## config.mk

```make
export PLATFORM = sky130hd
export DESIGN_NAME = pc_control
export DESIGN_NICKNAME = d
export VERILOG_FILES = /design/src/rtl/pc_pkg.sv /design/src/rtl/pc_pending_pipe.sv /design/src/rtl/pc_control.sv
export SDC_FILE = /design/constraint.sdc
export NUM_CORES = 1
export LEC_CHECK = 0
export ABC_CLOCK_PERIOD_IN_PS = 2400
export CAP_MARGIN = 10
export CORE_MARGIN = 2
export CORE_UTILIZATION = 30
export CTS_BUF_LIST = sky130_fd_sc_hd__clkbuf_4 sky130_fd_sc_hd__clkbuf_8
export CTS_CLUSTER_SIZE = 30
export DETAILED_ROUTE_END_ITERATION = 8
export DONT_BUFFER_PORTS = 1
export HOLD_SLACK_MARGIN = 0.12
export PLACE_DENSITY = 0.56
export SYNTH_ARGS = -nofsm -noshare
export SYNTH_HDL_FRONTEND = slang
export SYNTH_SLANG_ARGS = --single-unit
```

## constraint.sdc

```tcl
create_clock -name clk -period 2.4 [get_ports clk]
set_clock_uncertainty 0.2 [all_clocks]
set_input_delay 0.48 -clock clk [delete_from_list [all_inputs] [get_ports clk]]
set_output_delay 0.48 -clock clk [all_outputs]
set_load 0.005 [all_outputs]
```

## src/rtl/pc_pkg.sv

```systemverilog
// Shared defaults and limits for the program-counter controller.
package pc_pkg;

  localparam int PC_REG_DEFAULT   = 15;
  localparam int RESET_PC_DEFAULT = 0;
  localparam int INC_DEFAULT      = 4;
  localparam int DEPTH_DEFAULT    = 3;
  localparam int PEND_MAX         = 8;

  typedef logic [PEND_MAX-1:0] pend_max_t;

endpackage

```

## src/rtl/pc_pending_pipe.sv

```systemverilog
// Tracks in-flight PC writes from execute to writeback and derives the
// fetch stall, decode flush and PC-source control.
module pc_pending_pipe
  import pc_pkg::*;
#(
  parameter int DEPTH = DEPTH_DEFAULT
) (
  input  logic             clk,
  input  logic             reset,
  input  logic             pcs,
  input  logic             valid_d,
  input  logic             stall_ext,
  input  logic             cond_ex_e,
  output logic [DEPTH-1:0] pend,
  output logic             pc_src_w,
  output logic             stall_f,
  output logic             flush_d
);

  logic [DEPTH-1:0] pend_d;
  logic [DEPTH-1:0] pend_q;

  always_comb begin
    pend_d    = '0;
    // a stalled decode enters execute as a bubble
    pend_d[0] = pcs & valid_d & ~stall_ext;
    // not-taken conditionals die leaving execute
    pend_d[1] = pend_q[0] & cond_ex_e;
    for (int k = 2; k < DEPTH; k++) begin
      pend_d[k] = pend_q[k-1];
    end
  end

  always_ff @(posedge clk) begin
    if (reset) begin
      pend_q <= '0;
    end else begin
      pend_q <= pend_d;
    end
  end

  assign pend     = pend_q;
  assign pc_src_w = pend_q[DEPTH-1];
  assign stall_f  = (pcs & valid_d) | (|pend_q[DEPTH-2:0]);
  assign flush_d  = stall_f | pc_src_w;

endmodule

```

## src/rtl/pc_control.sv

```systemverilog
// Program-counter controller: PC-write detect in decode, the PC register
// and its incrementer, with the in-flight tracking in pc_pending_pipe.
module pc_control
  import pc_pkg::*;
#(
  parameter int WIDTH    = 32,
  parameter int RA_W     = 4,
  parameter int PC_REG   = PC_REG_DEFAULT,
  parameter int DEPTH    = DEPTH_DEFAULT,
  parameter int INC      = INC_DEFAULT,
  parameter int RESET_PC = RESET_PC_DEFAULT
) (
  input  logic             clk,
  input  logic             reset,
  input  logic [RA_W-1:0]  Rd,
  input  logic             RegW,
  input  logic             Branch,
  input  logic             ValidD,
  input  logic             StallExt,
  input  logic             CondExE,
  input  logic [WIDTH-1:0] ResultW,
  output logic [WIDTH-1:0] PC,
  output logic [WIDTH-1:0] PCPlusInc,
  output logic             PCS,
  output logic             PCSrcW,
  output logic             StallF,
  output logic             FlushD,
  output logic [DEPTH-1:0] Pending
);

  localparam logic [WIDTH-1:0] INC_V   = WIDTH'(INC);
  localparam logic [WIDTH-1:0] RESET_V = WIDTH'(RESET_PC);
  localparam logic [RA_W-1:0]  PC_IDX  = RA_W'(PC_REG);

  logic [WIDTH-1:0] pc_d;
  logic [WIDTH-1:0] pc_q;

  assign PCS       = ((Rd == PC_IDX) & RegW) | Branch;
  assign PCPlusInc = pc_q + INC_V;

  pc_pending_pipe #(
    .DEPTH (DEPTH)
  ) u_pend (
    .clk       (clk),
    .reset     (reset),
    .pcs       (PCS),
    .valid_d   (ValidD),
    .stall_ext (StallExt),
    .cond_ex_e (CondExE),
    .pend      (Pending),
    .pc_src_w  (PCSrcW),
    .stall_f   (StallF),
    .flush_d   (FlushD)
  );

  // a retiring PC write overrides any stall
  always_comb begin
    pc_d = pc_q;
    if (PCSrcW) begin
      pc_d = ResultW;
    end else if (!(StallF | StallExt)) begin
      pc_d = PCPlusInc;
    end
  end

  always_ff @(posedge clk) begin
    if (reset) begin
      pc_q <= RESET_V;
    end else begin
      pc_q <= pc_d;
    end
  end

  assign PC = pc_q;

endmodule

```

======== After elaboration in Yosys (flattened, before gate mapping) ========
Cells that the tools add are included.
word-level totals
  bits in registers ....................... 35
  latch bits .............................. 0
  memory bits (writable) .................. 0
  bits in read-only memories .............. 0
  output and inout port bits .............. 71
  logic and storage cells ................. 17
  memories kept ........................... 0
cells by class
  add/sub/neg operators ................... 1
  multipliers ............................. 0
  div/mod/pow operators ................... 0
  magnitude comparators ................... 0
  equality and inequality tests ........... 2
  shift operators ......................... 0
  mux-type cells .......................... 2
  bitwise logic cells ..................... 9
  reductions and logical operators ........ 1
operators by type and width
  kind                     count
  $mux W32                 2
  $add A32 B3 Y32 const B  1
  $and A1 B1 Y1            4
  $eq A4 B4 Y1 const B     1
  $or A1 B1 Y1             4
  $ne A2 B1 Y1 const B     1
  $reduce_or A2 Y1         1
  $not A1 Y1               1

======== Depth between registers and ports, before layout ========
Gate-level depths: netlist of run 1.
  depth after elaboration ................. 8
  gate-level depth with buffers ........... 7
  mapped depth without buffers ............ 5

======== Hierarchy ========
A second synthesis of run 1 with hierarchy kept.
second synthesis, totals
  cells, all modules ...................... 298
  area total of the unflattened synthesis .. 2,348.5 µm²
modules (own cells, without submodules)
  module           instances  cells an instance  area an instance (µm²)  seq. area each (µm²)
  pc_control       1          288                2,224.6                 640.6
  pc_pending_pipe  1          10                 123.9                   60.1

======== Least setup slack after synthesis of run 1 ========
OpenSTA, ideal clock, no wires.
  kind .................................... reg2out
  start point ............................. register pc_q[2] (netlist: PC[2])
  end point ............................... output PCPlusInc[24]
  arrival time ............................ 1.849 ns
  required time ........................... 1.720 ns
  slack ................................... -0.129 ns
  cell stages (with the launch flop) ...... 8
  path through ............................ dfxtp_1 > ha_1 > nand3_1 > or4_1 > buf_2 > clkbuf_1 > nor3_1 > xor2_1
on the way
  word-level cells in the longest chain between the ends .. 1
RTL lines
  what                    line              source
  from (decl)             pc_control.sv:36  logic [WIDTH-1:0] pc_q;
  from (signal assigned)  pc_control.sv:70  pc_q <= pc_d;
  $add A32 B3 Y32         pc_control.sv:39  assign PCPlusInc = pc_q + INC_V;
  to (decl)               pc_control.sv:23  output logic [WIDTH-1:0] PCPlusInc,
No other way between the ends.

======== Worst setup path after layout of run 1 ========
  start point ............................. register pc_q[18] (netlist: PC[18])
  end point ............................... output PCPlusInc[25]
Same word-level chain as after synthesis.

==> results of run 1 <==
## power by group
part | leakage, nW | switching (mW) | total, mW | internal [mW]
clock network | 0.0612 | 0.239 | 0.576 | 0.337
registers | 0.294 | 0.0118 | 0.601 | 0.589
logic | 0.997 | 0.0798 | 0.142 | 0.0617
## logic make-up after synthesis
kind of cell    after synthesis
compound gates               68
xor+xnor                     32
fa+ha+maj                     1
buf+inv                      49
flops                        35
mux                           2
simple gates                159
## repair_timing
action | 4_1_cts | 5_1_grt
pin swaps | 22 | 12
buffers inserted | 9 | 3
hold buffers | 3 | 0
endpoints found under the setup margin | 19 | 25
resized for setup | 59 | 17
hold endpoints to repair | 24 | 0
## stage by stage
| step | instance area, sq um | setup WS, ps |
|---|---|---|
| after floorplan | 2703 | -49.90 |
| after global placement | 3080 | 95.60 |
| after detailed placement | 3080 | 68.24 |
| after CTS | 3502 | -119.6 |
| after global routing | 3568 | -187.2 |
| final | 3568 | -136.9 |
## per-layer routing
metal / vias up / track usage / share of wire
met3: 10 / 0.06170 / 0.081
met1: 1402 / 0.2522 / 0.43
met5: - / 0 / 0
li1: 1369 / - / -
met4: 0 / 0.05058 / 0.0088
met2: 112 / 0.3365 / 0.48
## cell type report
| type | instances | area [sq um] |
|---|---|---|
| Timing Repair Buffer | 67 | 576.8 |
| Inverter | 12 | 45.04 |
| Fill cell | 871 | 5152 |
| Clock inverter | 2 | 35.03 |
| Sequential cell | 35 | 733.2 |
| Tap cell | 108 | 135.1 |
| Clock buffer | 6 | 82.58 |
| Multi-Input combinational cell | 262 | 1961 |
## flip-flops by register name, summed over array words and instances, names as in the netlist
signal	flops
PC	32
u_pend.pend	3
## worst max path at each step
stage                     startpoint            end  slack (ps)
after floorplan               PC[15]  PCPlusInc[31]         -50
after global routing          PC[11]  PCPlusInc[24]        -190
final                         PC[18]  PCPlusInc[25]        -140
after global placement         PC[3]  PCPlusInc[31]         100
after detailed placement       PC[3]  PCPlusInc[31]          70
after CTS                      PC[9]  PCPlusInc[24]        -120
## Yosys cell counts (all sizes together), types with 12 or more instances
library cell,number,share of area
nand2,24,0.033
buf,17,0.041
nand3,15,0.032
clkbuf,20,0.028
xor2,19,0.062
inv,12,0.017
nor3,13,0.024
nor2,38,0.053
xnor2,13,0.042
a211oi,12,0.033
dfxtp,35,0.26
nand4,14,0.038
==> impl_metrics.yaml, run 1 <==
floorplanning:
  rows: 34
  coreArea_sq_um: 8721
  start_util: 0.3085
  ios: 114
  die_h_microns: 98.70
  die_area_sq_um: 9741
  die_w_microns: 98.70
logic_synthesis:
  yosysUniqueCellTypes: 53
  netlist_area_sq_um: 2690
  synthArstFlopShare: 0
  seq_area_frac_synth: 0.2605
  yosys_warnings: 0
  ys_seq_elements: 35
  syn_nets: 390
  avgSynthCellArea_sq_um: 7.775
  synthMuxAreaShare: 0.007442
  syn_inst: 346
  synthSimpleGateAreaFrac: 0.3228
  synth_xor_area_frac: 0.1042
  synth_compound_area_frac: 0.2144
  ys.flop_type: "dfxtp_1"
  synth-edff-count: 0
  synth_top_family_by_area: "simple AND/OR/NAND/NOR gates"
  synthAdderAreaFrac: 0.004651
timing:
  min_period_over_period: 1.057
  tightest_slew_ps: 1145
  period_minus_slack_ps: 2537
  setup-violations-final: 16
  slew-limit-headroom: 0.2342
  slew_viol_final: 0
  finalHoldViolations: 0
  whs_ps: 133.3
  fmax_ghz: 0.3942
  fin_ws_ps: -136.9
  rsz0062_at_grt: "yes"
  setup_tns_ps: -944.0
worst_hold_path:
  hold_start: "reset"
  hold_path_class: "in -> reg"
  holdPathEnd: "PC[22]"
  hold_depth: 2
detailed_routing:
  wl_microns: 10130
  drcViolationCount: 0
  ant_nets: 0
  first_pass_iters: 4
  wl_per_cell_microns: 20.59
  num_vias: 2893
  drt_iter0_markers: 112
  vias_per_cell: 5.880
run_status:
  status: "finished with violations"
  violations: "negative setup slack"
worst_setup_path:
  critical-path-top-delay-family: "simple AND/OR/NAND/NOR gates"
  crit_top_cell: "buf_6"
  ff2ff_path_depth: 6
  slowest_delay_ps: 550
  rr_endpoint: "PC[18]"
  critical_path_class: "reg -> out"
  worstSetupPathDepth: 6
  r2r_slack_ps: -30
  end_kind: "output pin"
  cp_num_buf_inv: 2
  path_cells: "nand2_2, or4_4, buf_6, buf_6, nor2_2, xor2_1"
  rr_startpoint: "PC[11]"
  start_kind: "flop"
  arrival_ps: 1860
  worst-path-max-fanout: 6
  crit_required_ps: 1720
  crit_path_top_delay_cell: "or4_4"
job:
  maxCapViolCount: 0
finish:
  final_cell_mix: "buf_4, nor2_1, nand2_1"
  finalNetCount: 427
  final_common_cell: "buf_4"
  drive_above_1_share: 0.3594
  diodes: 0
  fin_cells: 492
  area.growth.synth_to_final_pct: 32.65
  final_util: 0.4092
cts:
  cts_buffers: 5
  cts_tree: "yes"
  clock_path_buffers: 2
  cts_num_sinks: 35
  ctsRootBufferMaster: "clkbuf_8"
  clock_latency_ps: 290
  h-tree-depth: 2
  path_clk_slew_ps: 80
place:
  portBuffers: 0
  place_inst: 470
  gp_congestion: 0.8320
  dp_hpwl_microns: 7031
grt:
  overflow: 0
  antenna_found_initial: 0
  grt_usage: 0.2007
  grt_max_degree: 29
  first_global_vias: 2893
  grt_pass1_wl_microns: 15460
power_and_ir_drop:
  power.leakage_nw: 1.353
  power_density_nw_per_um2: 369.5
  max-vdd-ir-drop_mv: 0.2023
  fin_total_pwr_mw: 1.318
Power figures use the tool's default switching activity.
==> run 2, diff against run 1 <==
--- a/config.mk
+++ b/config.mk
@@ -14,7 +14,7 @@
 export DETAILED_ROUTE_END_ITERATION = 8
 export DONT_BUFFER_PORTS = 1
 export HOLD_SLACK_MARGIN = 0.12
-export PLACE_DENSITY = 0.56
+export PLACE_DENSITY = 0.54
 export SYNTH_ARGS = -nofsm -noshare
 export SYNTH_HDL_FRONTEND = slang
 export SYNTH_SLANG_ARGS = --single-unit
==> impl_metrics.yaml, run 2 (same netlist as run 1, synthesis figures left out) <==
floorplanning:
  die_area_sq_um: 9741
  die_h_microns: 98.70
  die_w_microns: 98.70
  ios: 114
  rows: 34
  start_util: 0.3085
  coreArea_sq_um: 8721
cts:
  path_clk_slew_ps: 90
  cts_tree: "yes"
  ctsRootBufferMaster: "clkbuf_8"
  cts_num_sinks: 35
  cts_buffers: 5
  h-tree-depth: 2
  clock_latency_ps: 290
  clock_path_buffers: 2
timing:
  period_minus_slack_ps: 2534
  rsz0062_at_grt: "yes"
  slew-limit-headroom: 0.6611
  finalHoldViolations: 0
  tightest_slew_ps: 506.5
  min_period_over_period: 1.056
  setup-violations-final: 15
  fmax_ghz: 0.3947
  fin_ws_ps: -133.8
  whs_ps: 131.4
  slew_viol_final: 0
worst_setup_path:
  crit_required_ps: 1720
  cp_num_buf_inv: 1
  end_kind: "output pin"
  slowest_delay_ps: 560
  crit_path_top_delay_cell: "or4_4"
  r2r_slack_ps: -110
  worst-path-max-fanout: 6
  arrival_ps: 1850
  critical-path-top-delay-family: "simple AND/OR/NAND/NOR gates"
  critical_path_class: "reg -> out"
  start_kind: "flop"
  path_cells: "nand3_4, or4_4, buf_12, nor3_4, xnor2_2"
finish:
  fin_cells: 500
  finalNetCount: 435
  diodes: 0
  final.fill_count: 861
  final_common_cell: "buf_4"
  area.growth.synth_to_final_pct: 41.77
  largest_reg_flops: 32
  drive_above_1_share: 0.4056
  final_cell_mix: "buf_4, nor2_1, nand2_1"
detailed_routing:
  wl_microns: 10240
  num_vias: 2984
  ant_nets: 0
  vias_per_cell: 5.968
  drt_iter0_markers: 106
  wl_per_cell_microns: 20.47
  first_pass_iters: 4
  drcViolationCount: 0
grt:
  antenna_found_initial: 0
  overflow: 0
  grt_max_degree: 26
  first_global_vias: 2985
  grt_pass1_wl_microns: 15890
  grt_usage: 0.2052
place:
  dp_hpwl_microns: 7022
  gp_congestion: 0.8818
  place_inst: 472
  portBuffers: 0
  dp_slack_ps: 33.36
run_status:
  status: "finished with violations"
  violations: "negative setup slack"
worst_hold_path:
  hold_path_class: "in -> reg"
job:
  maxCapViolCount: 0
power_and_ir_drop:
  power.leakage_nw: 1.475
  power_density_nw_per_um2: 323.6
  max-vdd-ir-drop_mv: 0.1807
  fin_total_pwr_mw: 1.234
run 2: through the flow:
stage / util / cell area, sq um / TNS [ps]
6_report: 0.4373 / 3814 / -1001
2_1_floorplan: - / 2703 / -123.0
3_3_place_gp: 0.3535 / 3083 / 0
3_5_place_dp: 0.3535 / 3083 / 0
5_1_grt: 0.4373 / 3814 / -2567
4_1_cts: 0.4109 / 3583 / -856.5
run 2: report_power, final:
group          switching, mW  internal (mW)
combinational         0.0832         0.0671
clock                  0.250          0.235
sequential            0.0132          0.585
total                  0.347          0.887
run 2: routing by layer:
metal / vias up / track usage / routed length, microns
met3: 11 / 0.04468 / 568
met2: 108 / 0.3380 / 5006
li1: 1391 / - / -
met1: 1474 / 0.2687 / 4507
met5: - / 0 / 0
met4: 0 / 0.06428 / 153
run 2: final cells by class:
class / count / area, sq um / area share
tap: 108 / 135.1 / 0.03543
inverter: 12 / 45.04 / 0.01181
timing repair buffer: 75 / 676.9 / 0.1775
multi-input combinational: 262 / 2118 / 0.5554
clock inverter: 2 / 16.27 / 0.004265
sequential: 35 / 739.5 / 0.1939
clock buffer: 6 / 82.58 / 0.02165
run 2: final timing paths:
check	cells after the start	from	endpoint
setup / recovery	5	PC[2]	PCPlusInc[23]
hold / removal	1	ResultW[25]	PC[25]
setup reg to reg	8	PC[11]	PC[18]
hold reg to reg	2	u_pend.pend[0]	u_pend.pend[1]
run 2: timing repair:
action                                 4_1_cts  5_1_grt
setup endpoints to repair                   19       29
buffers inserted                            12        5
endpoints found under the hold margin       25        0
resized for setup                           67       38
hold buffers                                 2        0
pin swaps                                   25       19
gates cloned                                 2        0
==> run 3, diff against run 2 <==
--- a/config.mk
+++ b/config.mk
@@ -15,6 +15,7 @@
 export DONT_BUFFER_PORTS = 1
 export HOLD_SLACK_MARGIN = 0.12
 export PLACE_DENSITY = 0.54
+export SETUP_SLACK_MARGIN = 0.4
 export SYNTH_ARGS = -nofsm -noshare
 export SYNTH_HDL_FRONTEND = slang
 export SYNTH_SLANG_ARGS = --single-unit
==> impl_metrics.yaml, run 3 (same netlist as run 1, synthesis figures left out) <==
run_status:
  status: "finished with violations"
  violations: "negative setup slack"
worst_setup_path:
  r2r_slack_ps: -120
  crit_required_ps: 1720
  worst-path-max-fanout: 6
  rr_startpoint: "PC[2]"
  start_kind: "flop"
  critical_path_class: "reg -> out"
  end_kind: "output pin"
  arrival_ps: 1840
  rr_endpoint: "PC[18]"
  ff2ff_path_depth: 7
place:
  gp_congestion: 0.8507
  dp_slack_ps: 79.55
  placement.cell_area_sq_um: 3166
  portBuffers: 0
  dp_hpwl_microns: 7172
cts:
  cts_num_sinks: 35
  ctsRootBufferMaster: "clkbuf_8"
  clock_path_buffers: 2
  h-tree-depth: 2
  clock_latency_ps: 310
  cts_buffers: 5
  path_clk_slew_ps: 90
  cts_tree: "yes"
timing:
  fin_ws_ps: -115.8
  whs_ps: 122.4
  period_minus_slack_ps: 2516
  min_period_over_period: 1.048
  slew-limit-headroom: 0.6814
  slew_viol_final: 0
  setup_tns_ps: -1177
  fmax_ghz: 0.3975
  tightest_slew_ps: 473.5
  finalHoldViolations: 0
  rsz0062_at_grt: "yes"
  setup-violations-final: 16
detailed_routing:
  drcViolationCount: 0
  vias_per_cell: 5.836
  drt_iter0_markers: 171
  wl_met3_microns: 1070
  wl_met2_microns: 5114
  first_pass_iters: 4
  wl_per_cell_microns: 20.91
  wl_met1_microns: 4369
  num_vias: 2988
  ant_nets: 0
  wl_microns: 10710
  top_layer_used: "met4"
floorplanning:
  start_util: 0.3085
  coreArea_sq_um: 8721
  die_area_sq_um: 9741
  rows: 34
  die_w_microns: 98.70
  die_h_microns: 98.70
  ios: 114
finish:
  finalNetCount: 447
  fin_area_sq_um: 4093
  layout.area.seq_sq_um: 747.0
  diodes: 0
  final_cell_mix: "buf_4, nor2_1, nand2_1"
  multi_input_area_sq_um: 2301
  drive_above_1_share: 0.4604
  area.growth.synth_to_final_pct: 52.14
  final.fill_count: 833
  largest_reg_flops: 32
  final_common_cell: "buf_4"
worst_hold_path:
  hold_depth: 2
  hold_path_class: "in -> reg"
  hold_start: "ResultW[13]"
  holdPathEnd: "PC[13]"
grt:
  grt_usage: 0.2168
  grt_pass1_wl_microns: 16590
  first_global_vias: 3068
  grt_max_degree: 34
  overflow: 0
  antenna_found_initial: 0
power_and_ir_drop:
  fin_total_pwr_mw: 1.348
  power.leakage_nw: 1.572
  max-vdd-ir-drop_mv: 0.2461
  power_density_nw_per_um2: 329.3
job:
  maxCapViolCount: 0
==> run 3: cell count changes in the layout (fill, tap and decap cells not counted), moves of 3 or more <==
cell	previous run	this run
dfxtp_1	16	10
dfxtp_2	13	19
nor4_2	1	5
dlygate4sd3_1	1	9
a2111oi_0	6	1
buf_4	58	61
nor4_1	9	3
or4_1	1	4
==> run 3: routing by layer <==
layer,vias to the layer above,global-route usage
met5,-,0
met4,0,0.04847
met3,14,0.07660
met2,115,0.3532
met1,1445,0.2775
li1,1414,-
==> run 3: worst max-delay path, stage by stage, from the launching register on <==
cell	delay [ps]
dfxtp_4	420
ha_4	160
nand3_4	80
or4_4	510
nor3_4	150
xor2_1	210
==> run 3: worst max path at each step <==
stage / startpoint / endpoint / slack [ps] / cells past startpoint
6_report: PC[2] / PCPlusInc[24] / -120 / 5
5_1_grt: PC[11] / PCPlusInc[24] / -210 / 5
4_1_cts: PC[2] / PCPlusInc[24] / -200 / 5
2_1_floorplan: PC[8] / PCPlusInc[24] / 80 / 7
3_5_place_dp: PC[4] / PCPlusInc[21] / 80 / 4
3_3_place_gp: PC[4] / PCPlusInc[21] / 90 / 4
==> run 3: cell type report <==
cell class | count | share of cell area
Multi-Input combinational cell | 263 | 0.5622
Clock buffer | 5 | 0.01681
Tap cell | 108 | 0.03302
Sequential cell | 35 | 0.1825
Timing Repair Buffer | 86 | 0.1828
Inverter | 12 | 0.01101
Clock inverter | 3 | 0.01162
==> run 3: repair_timing <==
item | in CTS | in global routing
cloned | 1 | 0
pin swaps | 33 | 26
setup buffers | 25 | 7
gates resized for setup | 51 | 44
hold buffers | 9 | 1
hold endpoints to repair | 28 | 1
endpoints found under the setup margin | 45 | 51
==> run 3: where the power goes <==
group	total [mW]	leakage, nW	internal (mW)	switching [mW]
clock network	0.582	0.0587	0.315	0.266
logic	0.164	1.22	0.0771	0.0865
registers	0.602	0.297	0.586	0.0168
==> run 3: per-stage QoR <==
stage / cells / utilization
6_report: 512 / 0.4693
5_1_grt: 512 / 0.4693
4_1_cts: 504 / 0.4356
3_5_place_dp: 461 / 0.3630
3_3_place_gp: 461 / 0.3630
2_1_floorplan: 346 / -
